$ cat config.mk
export PLATFORM = sky130hd
export DESIGN_NAME = eq_sat_cnt
export DESIGN_NICKNAME = d
export VERILOG_FILES = /design/src/rtl/eq_sat_cnt.sv
export SDC_FILE = /design/constraint.sdc
export NUM_CORES = 1
export LEC_CHECK = 0
export ABC_CLOCK_PERIOD_IN_PS = 4260
export CAP_MARGIN = 25
export CORE_AREA = 2 2 39 41
export CTS_CLUSTER_SIZE = 28
export DETAILED_ROUTE_END_ITERATION = 8
export DIE_AREA = 0 0 41 43
export GPL_TIMING_DRIVEN = 0
export SLEW_MARGIN = 20
export SYNTH_ARGS = -nofsm -noshare
export SYNTH_HDL_FRONTEND = slang
export SYNTH_SLANG_ARGS = --single-unit
$ cat constraint.sdc
create_clock -name clk -period 4.26 [get_ports clk]
set_clock_uncertainty 0.1 [all_clocks]
set_input_delay 0.426 -clock clk [delete_from_list [all_inputs] [get_ports clk]]
set_output_delay 0.426 -clock clk [all_outputs]
set_load 0.005 [all_outputs]
$ cat src/rtl/eq_sat_cnt.sv
// eq_sat_cnt: up-counter with enable and synchronous clear.
// Holds at all-ones instead of wrapping.
module eq_sat_cnt #(
    parameter int W = 8
) (
    input  logic         clk,
    input  logic         clr,
    input  logic         inc,
    output logic [W-1:0] q
);

    localparam logic [W-1:0] MAX = '1;

    // clear wins; otherwise count up until all-ones
    always_ff @(posedge clk) begin
        if (clr) begin
            q <= '0;
        end else if (inc && (q != MAX)) begin
            q <= q + 1'b1;
        end
    end

endmodule

* After elaboration in Yosys (flattened, before gate mapping)
Cells that the tools add are included.
Word-level totals: output and inout port bits 8, word-level logic and storage cells 4, input port bits 3, flip-flop bits (word level) 8
Cells by class: equality and inequality tests 1, reductions and logical operators 1, $add $sub $neg 1
Operators by type and width (count):
- $add 8x1->8 const B | 1
- $ne 8x8->1 const B | 1
- $logic_and 1x1->1 | 1

* Logic depth before layout (Yosys ltp)
depth after elaboration 2, gate-level depth with buffers 4

* Worst setup path before layout
Ideal clock, no wire load.
path kind reg-to-reg, from register q[0], to register q[0], slack 2.794 ns, arrival time 1.245 ns, buffers on the path 0, data required time 4.039 ns, stages on the path, launching flop included 5, cells stage by stage dfxtp_1 -> ha_1 -> and3_4 -> a21boi_4 -> mux2_4
Between the ends: cells in the longest elaborated chain, start to end 2, elaborated cells between the ends (all ways) 3
Ends and longest elaborated chain:
- start: declaration | line 9 | output logic [W-1:0] q
- start signal: assignment | line 19 | q <= q + 1'b1;
- parallel branches: the longest is 2 deep, another holds $add 8x1->8
Several ways; the timed one is not identified. A chain may end at the register's enable or synchronous reset.

* Final worst setup path
from register q[3], to output q[3]
No word-level cell between the ends.

==> results.sh <==
export IMPL_hp_start="q[1]"
export IMPL_period_minus_slack_ns=1.789
export IMPL_numCtsBuffers=3
export IMPL_cts_hold_buf=0
export IMPL_crit_type="flip-flop to output pin"
export IMPL_critical_path_max_stage_delay_ns=0.55
export IMPL_maxSlewViolCount=0
export IMPL_ios=11
export IMPL_grt_ovfl_total=0
export IMPL_switching_power_mw=0.03704
export IMPL_pre_cts_slack_ns=2.423
export IMPL_crit_family="buffers and inverters"
export IMPL_cts_sinks=8
export IMPL_top_register="q"
export IMPL_multi_input_comb_area_um2=255.2
export IMPL_ys_seq_area_frac=0.3721
export IMPL_fin_nets=65
export IMPL_maxSlewHeadroom=0.8155
export IMPL_outcome="completed"
export IMPL_die_area_um2=1763
export IMPL_end_kind="output pin"
export IMPL_rr_worst_depth=4
export IMPL_grt_pass1_vias=334
export IMPL_start_util=0.3110
export IMPL_wl_um=914
export IMPL_ff2ff_setup_slack_ns=2.73
export IMPL_dr_pass1_iters=2
export IMPL_min_to="q[1]"
export IMPL_setup_viol=0
export IMPL_ys_async_sr_fraction=0
export IMPL_rsz0062_at_grt="false"
export IMPL_nFillCells=148
export IMPL_cts_clk_slew_worst_paths_ns=0.06
export IMPL_die_w_um=41
export IMPL_grt_pass1_wl_um=1483
export IMPL_cp_start_kind="flip-flop"
export IMPL_synth_seq_cells=8
export IMPL_antennaDiodeCount=0
export IMPL_critical_path_required_ns=3.73
export IMPL_final_setup_tns_ns=0
export IMPL_worstReg2RegEnd="q[0]"
export IMPL_synthCells=46
export IMPL_top_regs="q x8"
export IMPL_synth_edf_count=0
export IMPL_syn_avg_cell_area_um2=9.357
export IMPL_finalWorstSetupSlack_ns=2.471
export IMPL_fin_area_um2=573.1
export IMPL_p_leak_nw=0.2066
export IMPL_cts_tree="yes"
export IMPL_coreArea_um2=1384
export IMPL_synthFlopType="dfxtp_1"
export IMPL_synth_area_leader_cell="dfxtp_1"
export IMPL_crit_buf_inv=1
export IMPL_ctsLongestPathBuffers=2
export IMPL_fp_row_count=14
export IMPL_final_core_util=0.4141
export IMPL_grt_max_degree=9
export IMPL_synth_distinct_cells=25
export IMPL_yosysWarnings=0
export IMPL_hold_depth=2
export IMPL_max_freq_mhz=559.1
export IMPL_post_cts_buffers=0
export IMPL_switching_share=0.2387
export IMPL_pwr_density_cell_nw_per_um2=270.7
export IMPL_wl_per_cell_um=12.19
export IMPL_cts_root_buf="clkbuf_4"
export IMPL_area_delta_synth_final_pct=33.14
export IMPL_clk_latency_ns=0.26
export IMPL_peakVddDrop_mv=0.09992
export IMPL_hold_violations=0
export IMPL_maxCapViolCount=0
export IMPL_largest_register_ffs=8
export IMPL_drt_iter0_drc=1
export IMPL_synth_top_area_frac=0.3721
export IMPL_drc=0
export IMPL_cp_cell_sequence="clkdlybuf4s50_1"
export IMPL_drt_vias_per_instance=5.333
export IMPL_dp_hpwl_um=666.8
export IMPL_dieHeight_um=43
export IMPL_r2r_start="q[0]"
export IMPL_p_comb_frac=0.093
export IMPL_post_route_period_util=0.4199
export IMPL_vias=400
export IMPL_whs_ns=0.4072
export IMPL_track_usage=0.1293
export IMPL_worst_pin_slew_ns=0.2759
export IMPL_htree_levels=1
export IMPL_synth_nets=50
export IMPL_netlist_area_um2=430.4
export IMPL_cp_max_fo=8
export IMPL_seq_area_um2=160.2
export IMPL_synthMostInstantiatedCell="dfxtp_1"
export IMPL_p_int_mw=0.1181
export IMPL_drtAntennaViolNets=0
export IMPL_hp_class="flip-flop to flip-flop"
export IMPL_yosys_top_cells_count="dfxtp_1 (8), a21oi_1 (5), nand2_1 (5)"
export IMPL_antenna_found_initial=0
export IMPL_placed_cell_area_um2=550.5
export IMPL_place_congestion=0.7466
export IMPL_pwr_share_seq=0.511
export IMPL_post_cts_resized=0
export IMPL_drive_gt1_frac=0.1525
export IMPL_portBuffers=10
export IMPL_synthTopCellsByArea="dfxtp_1 (37%), a21oi_1 (5.8%), a21boi_4 (4.4%)"
export IMPL_crit_arrival_ns=1.26
export IMPL_slowest_stage="clkdlybuf4s50_1"
export IMPL_power_frac_clock=0.396
-- area by class of cell --
cell class,count,area share
Inverter,1,0.006550
Timing Repair Buffer,10,0.1747
Clock buffer,3,0.03930
Buffer,1,0.01965
Sequential cell,8,0.2795
Tap cell,16,0.03493
Multi-Input combinational cell,36,0.4454
-- worst max-delay path by stage --
| stage | cells past startpoint | slack [ns] | start | to |
|---|---|---|---|---|
| after detailed placement | 4 | 2.42 | inc | q[3] |
| after floorplan | 4 | 2.79 | q[0] | q[0] |
| final | 1 | 2.47 | q[3] | q[3] |
| after global routing | 1 | 2.40 | q[3] | q[3] |
| after global placement | 4 | 2.43 | inc | q[3] |
| after CTS | 1 | 2.46 | q[3] | q[3] |
-- power by group through the flow --
stage	Clock, mW	Combinational (mW)	Sequential [mW]
floorplan	0	0.00657	0.0807
global placement	0	0.0145	0.0810
detailed placement	0	0.0146	0.0809
CTS	0.0642	0.0147	0.0793
global route	0.0664	0.0159	0.0797
finish	0.0614	0.0144	0.0793
-- cell usage in the layout, fill, tap and decap left out --
cell             synthesis  routed
mux2_4                   1       1
and3_4                   1       1
ha_1                     1       1
clkbuf_4                 0       3
inv_1                    1       1
nand2_1                  5       5
a31oi_1                  1       1
o21ai_1                  1       1
nand2b_1                 1       1
o311a_1                  1       1
nand3_1                  2       2
nand4_1                  2       2
nor2_1                   1       1
o21bai_1                 2       2
buf_6                    1       1
a21oi_1                  5       5
clkdlybuf4s50_1          0      10
and2b_2                  1       1
a21boi_4                 1       1
mux2i_1                  1       1
or3_2                    1       1
a311oi_1                 1       1
a211oi_1                 2       2
dfxtp_1                  8       8
and4_1                   2       2
nor3_1                   2       2
a21boi_0                 1       1
-- per-layer routing --
layer  vias up  GRT usage  share of wire
li1        205          -              -
met1       180     0.1693           0.49
met2        10     0.1625           0.44
met3         5    0.03141          0.033
met4         0     0.1200          0.039
met5         -          0              0
-- kinds of logic (layout without fill, tap and decap cells) --
group,after synthesis,after routing,synth area share
AOI/OAI and AO/OA,15,15,0.2587
adders and majority gates,1,1,0.02907
buffers and inverters,2,15,0.03487
DFF,8,8,0.3721
muxes,2,2,0.05813
and+or+nand+nor,18,18,0.2471
-- metrics by stage --
step	power [mW]	std cells
floorplan	0.08727	46
global placement	0.09552	72
detailed placement	0.09556	72
CTS	0.1582	75
global route	0.1620	75
finish	0.1551	75
Power figures use the tool's default switching activity.
